File: src/rtl/mac_pkg.sv
// Shared constants and types for the pipelined signed multiply-accumulate block.
package mac_pkg;

  localparam logic MAC_MODE_MUL   = 1'b0;
  localparam logic MAC_MODE_ACC   = 1'b1;
  localparam int   MAC_MIN_STAGES = 2;
  localparam int   MAC_MAX_ACC_W  = 64;

  // One pipeline slot as it appears on a waveform: flags plus the widest product.
  typedef struct packed {
    logic                            val;
    logic                            acc;
    logic                            last;
    logic signed [MAC_MAX_ACC_W-1:0] product;
  } mac_stage_t;

endpackage

File: src/rtl/mac_pipe_stage.sv
// One pipeline register slot (valid, acc/last flags, data); 1 cycle latency.
// Holds its contents while en is low; synchronous active-high reset clears it.
module mac_pipe_stage #(
  parameter int W = 8
) (
  input  logic         clk,
  input  logic         reset,
  input  logic         en,
  input  logic         in_val,
  input  logic         in_acc,
  input  logic         in_last,
  input  logic [W-1:0] in_dat,
  output logic         out_val,
  output logic         out_acc,
  output logic         out_last,
  output logic [W-1:0] out_dat
);

  always_ff @(posedge clk) begin
    if (reset) begin
      out_val  <= 1'b0;
      out_acc  <= 1'b0;
      out_last <= 1'b0;
      out_dat  <= '0;
    end else if (en) begin
      out_val  <= in_val;
      out_acc  <= in_acc;
      out_last <= in_last;
      out_dat  <= in_dat;
    end
  end

endmodule

File: src/rtl/pipelined_signed_mac.sv
// Pipelined signed multiplier with grouped accumulation; STAGES cycles latency.
// A held output (out_val && !out_rdy) freezes every stage and drops in_rdy.
module pipelined_signed_mac
  import mac_pkg::*;
#(
  parameter int A_WIDTH   = 8,
  parameter int B_WIDTH   = 12,
  parameter int STAGES    = 3,
  parameter int ACC_WIDTH = 32
) (
  input  logic                 clk,
  input  logic                 reset,
  input  logic                 in_val,
  output logic                 in_rdy,
  input  logic [A_WIDTH-1:0]   a,
  input  logic [B_WIDTH-1:0]   b,
  input  logic                 acc,
  input  logic                 last,
  output logic                 out_val,
  input  logic                 out_rdy,
  output logic [ACC_WIDTH-1:0] out
);

  localparam int CAP_W = A_WIDTH + B_WIDTH;

  if (ACC_WIDTH < CAP_W || STAGES < MAC_MIN_STAGES || ACC_WIDTH > MAC_MAX_ACC_W) begin : g_cfg_err
    $error("pipelined_signed_mac: illegal STAGES/ACC_WIDTH configuration");
  end

  logic                        stall;
  logic                        adv;
  logic                        s_val  [1:STAGES-1];
  logic                        s_acc  [1:STAGES-1];
  logic                        s_last [1:STAGES-1];
  logic [CAP_W-1:0]            cap_dat;
  logic signed [ACC_WIDTH-1:0] p_dat  [1:STAGES-1];
  logic signed [ACC_WIDTH-1:0] a_ext;
  logic signed [ACC_WIDTH-1:0] b_ext;
  logic signed [ACC_WIDTH-1:0] sum;
  logic signed [ACC_WIDTH-1:0] sum_next;
  logic signed [ACC_WIDTH-1:0] fin_prod;
  logic                        fin_val;
  logic                        fin_acc;
  logic                        fin_last;

  assign stall  = out_val && !out_rdy;
  assign adv    = !stall;
  assign in_rdy = adv;

  // Product is formed right after operand capture; p_dat[1] is combinational.
  assign a_ext    = {{(ACC_WIDTH-A_WIDTH){cap_dat[CAP_W-1]}}, cap_dat[CAP_W-1:B_WIDTH]};
  assign b_ext    = {{(ACC_WIDTH-B_WIDTH){cap_dat[B_WIDTH-1]}}, cap_dat[B_WIDTH-1:0]};
  assign p_dat[1] = a_ext * b_ext;

  for (genvar k = 1; k < STAGES; k++) begin : g_stage
    if (k == 1) begin : g_cap
      mac_pipe_stage #(.W(CAP_W)) u_stage (
        .clk      (clk),
        .reset    (reset),
        .en       (adv),
        .in_val   (in_val),
        .in_acc   (acc),
        .in_last  (last),
        .in_dat   ({a, b}),
        .out_val  (s_val[1]),
        .out_acc  (s_acc[1]),
        .out_last (s_last[1]),
        .out_dat  (cap_dat)
      );
    end else begin : g_dly
      mac_pipe_stage #(.W(ACC_WIDTH)) u_stage (
        .clk      (clk),
        .reset    (reset),
        .en       (adv),
        .in_val   (s_val[k-1]),
        .in_acc   (s_acc[k-1]),
        .in_last  (s_last[k-1]),
        .in_dat   (p_dat[k-1]),
        .out_val  (s_val[k]),
        .out_acc  (s_acc[k]),
        .out_last (s_last[k]),
        .out_dat  (p_dat[k])
      );
    end
  end

  assign fin_val  = s_val[STAGES-1];
  assign fin_acc  = s_acc[STAGES-1];
  assign fin_last = s_last[STAGES-1];
  assign fin_prod = p_dat[STAGES-1];
  assign sum_next = sum + fin_prod;

  // Plain multiplies bypass the sum so they can sit inside an open group.
  always_ff @(posedge clk) begin
    if (reset) begin
      out_val <= 1'b0;
      out     <= '0;
      sum     <= '0;
    end else if (adv) begin
      out_val <= 1'b0;
      if (fin_val) begin
        if (fin_acc == MAC_MODE_MUL) begin
          out     <= fin_prod;
          out_val <= 1'b1;
        end else if (!fin_last) begin
          sum <= sum_next;
        end else begin
          out     <= sum_next;
          out_val <= 1'b1;
          sum     <= '0;
        end
      end
    end
  end

endmodule
File: config.mk
export PLATFORM = sky130hd
export DESIGN_NAME = pipelined_signed_mac
export DESIGN_NICKNAME = d
export VERILOG_FILES = /design/src/rtl/mac_pkg.sv /design/src/rtl/mac_pipe_stage.sv /design/src/rtl/pipelined_signed_mac.sv
export SDC_FILE = /design/constraint.sdc
export NUM_CORES = 1
export LEC_CHECK = 0
export CORE_MARGIN = 2
export CORE_UTILIZATION = 35
export CTS_BUF_LIST = sky130_fd_sc_hd__clkbuf_8
export CTS_CLUSTER_DIAMETER = 50
export DETAILED_ROUTE_END_ITERATION = 8
export HOLD_SLACK_MARGIN = 0.02
export PLACE_DENSITY = 0.61
export SYNTH_ARGS = -nofsm -noshare
export SYNTH_HDL_FRONTEND = slang
export SYNTH_SLANG_ARGS = --single-unit
File: constraint.sdc
create_clock -name clk -period 12.3 [get_ports clk]
set_input_delay 3.69 -clock clk [delete_from_list [all_inputs] [get_ports clk]]
set_output_delay 3.69 -clock clk [all_outputs]
set_load 0.01 [all_outputs]
==> run summary <==
In this run, synthesis inferred 0 flip-flops with an integrated enable. The last weighted congestion value of the routability-driven placer came out at 0.896. Number of resized instances in the post-cts repair step: 0. 60 I/O pins were placed.

In this run, post-CTS hold repair placed 0 buffers. The global-route usage over all layers came out at 0.171. The critical path is of the input pin to primary output type. For this design the total switching power over the nets is 389 µW. The logs give 5420 ps for the worst endpoint data arrival time and 0 ps for the final-layout setup total negative slack.

The tools report the critical path launch point type as an input pin. The top cell types in the final layout, fill and taps aside, are nand2_1, inv_1, dfxtp_1. Counting the buffers created by CTS gives 9.

The clock passes through at most 2 buffers. The number of antenna diodes in the final layout is 0. The violation count after the first detailed-routing iteration is 453, and the initial standard-cell utilization of the core is 0.355.

The worst hold path begins at g_stage[1].g_cap.u_stage.out_val. Counting every net in the synthesized netlist gives 1,372. Yosys printed 0 warnings. The switching share of power was 0.384; the worst-path maximum fanout was 51. The part of the power in the clock network is 0.224. TritonCTS built the clock tree. Number of max-capacitance violations reported: 0.

Summing all flip-flop and latch instances after layout gives 2220 µm². The min-delay analysis places its worst path in the category register to register. The floorplan step defined a die boundary enclosing 29,400 µm².

After synthesis the cells add up to 9830 µm². In the final layout, the multi-input gates occupy 6840 µm². Nature of the critical path endpoint: a primary output. In this run the tool buffered the top-level ports with 59 buffer cells.

For the pin with the worst max-slew slack, the measured transition is 827 ps. The logs give 0.392 for the final core utilization and 1,198 for the count of mapped cells out of synthesis. In this run the register-to-register setup slack is 7280 ps.

For the insertion delay to the later sink of the worst-skew pair, the log shows 400 ps. Compared with the post-synthesis result, the final layout area differs by 10.5%. The depth of the CTS H-tree was 3; the async set-or-reset flop fraction in the synthesized netlist was 0. IR analysis of the VDD net gives a maximum drop of 0.0000533 V.

The final-report max-slew violation count is 0, and the minimum period implied by the final worst setup slack is 9110 ps. For the number of cell rows, the log shows 61. The most used flip-flop cell after synthesis is dfxtp_1. The run gives 4.61 nW as the leakage power total.

The logs give 0 for the number of antenna violations at the first check in global routing and 0.226 for the share of synthesized area occupied by flip-flops and latches. The CTS root buffer was clkbuf_8. The run finished with clean final reports. Setup repair after global routing left no endpoint under its margin. Once the clock tree was built, the setup fixing pass inserted 0 buffers.

The clock transition at the registers of the reported paths was 110 ps; the ratio of total power to cell area was 93.2 nW/µm². The total internal power is 624 µW, and the total number of nets in the final design is 1,389. The tools report the global-route wire length before repair as 40,700 µm. For hold timing, the worst endpoint is g_stage[2].g_dly.u_stage.out_val. Relative contribution of combinational cells to total power: 0.366.

The via density per instance was 5.17. The pre-antenna-repair detailed-routing pass consisted of 6 iterations. The worst slew margin relative to its limit was 0.446.

The flop and latch count out of synthesis works out to 111. The achievable clock frequency came out at 110 MHz. The routed design has 24,000 µm of wire. Counting the fill cells in the layout gives 2,863.

Counting instances, the worst hold path has a depth of 2. The final number of hold-violating endpoints is 0. The clock drives 111 sinks. The run gives 7,958 as the number of global-route vias before repair.

Yosys mapped the design onto 81 distinct sky130hd cell types. The portion of the clock cycle consumed by the worst path in the final layout was 0.741. The library cell used most frequently in the layout, excluding fill and tap cells, is nand2_1.

The core region area was 27,700 µm²; the worst path required time was 8610 ps. In this run the critical register-to-register path is captured at g_stage[2].g_dly.u_stage.out_dat[30]. In this run the critical register-to-register path is launched from g_stage[1].g_cap.u_stage.out_dat[19]. The clock arrives with 21.0 ps of skew. The total overflow left after global routing is 0.

The HPWL after detailed placement is 18,400 µm. Entering global routing, the biggest net connects 53 pins. The mean cell area of the mapped netlist is 8.21 µm², and the number of failing setup endpoints in the final timing report is 0.

After detailed routing, the average wire length per cell comes to 15.0 µm. The fraction of layout instances using a drive strength above 1 was 0.0427. The logs give 0.410 for the sequential cell fraction of total power and 8,262 for the via total after detailed routing. The antenna violation net count after detailed routing is 0, and the die width is 172 µm.

The tools report the number of remaining DRC errors as 0. The floorplan die height was 172 µm. Counting cells, the worst reg-to-reg path comes to 15.
-- how the worst max path moves through the flow --
stage                 start  endpoint  slack (ps)
floorplan           out_rdy    in_rdy        4090
global placement    out_rdy    in_rdy        3140
detailed placement  out_rdy    in_rdy        3190
CTS                 out_rdy    in_rdy        3170
global route        out_rdy    in_rdy        3070
finish              out_rdy    in_rdy        3190
-- final cells by class --
class	count	area share
clock buffer	11	0.0139
clock inverter	4	0.00346
inverter	129	0.0446
multi-input combinational	896	0.630
sequential	111	0.205
tap	378	0.0435
timing repair buffer	68	0.0604
-- metal layers --
metal  up-vias  part of all wire  global-route usage
li1       4122                 -                   -
met1      3940              0.48               0.238
met2       170              0.46               0.282
met3        30             0.042              0.0200
met4         0             0.017              0.0427
met5         -                 0                   0
-- metrics by stage --
stage,instances,power [mW],hold WS [ps],setup WS [ps],area [µm²]
global route,1597,1.09,490,3070,10900
finish,1597,1.01,461,3190,10900
detailed placement,1582,0.793,445,3190,10700
floorplan,1198,0.701,431,4090,9830
CTS,1597,1.02,463,3170,10900
global placement,1582,0.788,441,3140,10700
-- kinds of logic (layout without fill, tap and decap cells) --
kind of cell,count (synthesis),count (layout),synth area share
AO/OA/AOI/OAI,293,293,0.199
AND/OR/NAND/NOR,411,411,0.205
multiplexers,15,15,0.0153
adder cells (fa/ha/maj),148,148,0.249
XOR/XNOR,29,29,0.0258
buffers and inverters,191,212,0.0790
flip-flops,111,111,0.226
-- sequential cells by signal, summed over array words and instances (netlist names) --
name and flops:
out 32, sum 32, g_stage.g_cap.u_stage.out_dat 20, g_stage.g_dly.u_stage.out_dat 20
g_stage.g_cap.u_stage.out_acc 1, g_stage.g_cap.u_stage.out_last 1, g_stage.g_cap.u_stage.out_val 1, g_stage.g_dly.u_stage.out_acc 1
g_stage.g_dly.u_stage.out_last 1, g_stage.g_dly.u_stage.out_val 1, out_val 1
-- power groups by stage --
stage	sequential (mW)	clock, mW	combinational [mW]
global placement	0.424	0	0.365
finish	0.415	0.227	0.371
CTS	0.416	0.234	0.372
detailed placement	0.424	0	0.370
global route	0.420	0.247	0.422
floorplan	0.412	0	0.289
-- synthesized netlist by cell type (4+ instances only) --
cell / instances / share of area
and2_2: 4 / 0.0031
nand3_1: 24 / 0.012
dfxtp_1: 111 / 0.23
mux2i_1: 15 / 0.015
o31ai_1: 7 / 0.0053
xnor2_1: 19 / 0.017
inv_1: 127 / 0.048
nor2_1: 69 / 0.026
or3_1: 18 / 0.011
a211oi_1: 25 / 0.019
a22oi_1: 11 / 0.0084
o22ai_1: 5 / 0.0032
nor2b_1: 5 / 0.0032
clkbuf_1: 43 / 0.016
nand2_1: 161 / 0.061
a32o_1: 6 / 0.0061
o21ai_0: 45 / 0.023
nand2b_1: 9 / 0.0057
a21oi_1: 101 / 0.051
o21bai_1: 10 / 0.0076
nor4b_1: 5 / 0.0045
clkbuf_8: 5 / 0.0070
a21o_1: 17 / 0.013
and2_1: 55 / 0.035
and3_1: 10 / 0.0064
fa_1: 80 / 0.16
nor3_1: 21 / 0.011
a21boi_0: 4 / 0.0031
o211ai_1: 7 / 0.0053
nand4_1: 9 / 0.0057
nor3b_1: 6 / 0.0046
buf_1: 8 / 0.0031
a31oi_1: 9 / 0.0057
xor2_1: 10 / 0.0089
ha_1: 68 / 0.087
-- critical path: stages --
cell             delay, ps
clkdlybuf4s50_1        460
nor2b_4                120
buf_4                  450
clkinv_1               170
clkdlybuf4s50_1        510
Power figures use the tool's default switching activity.
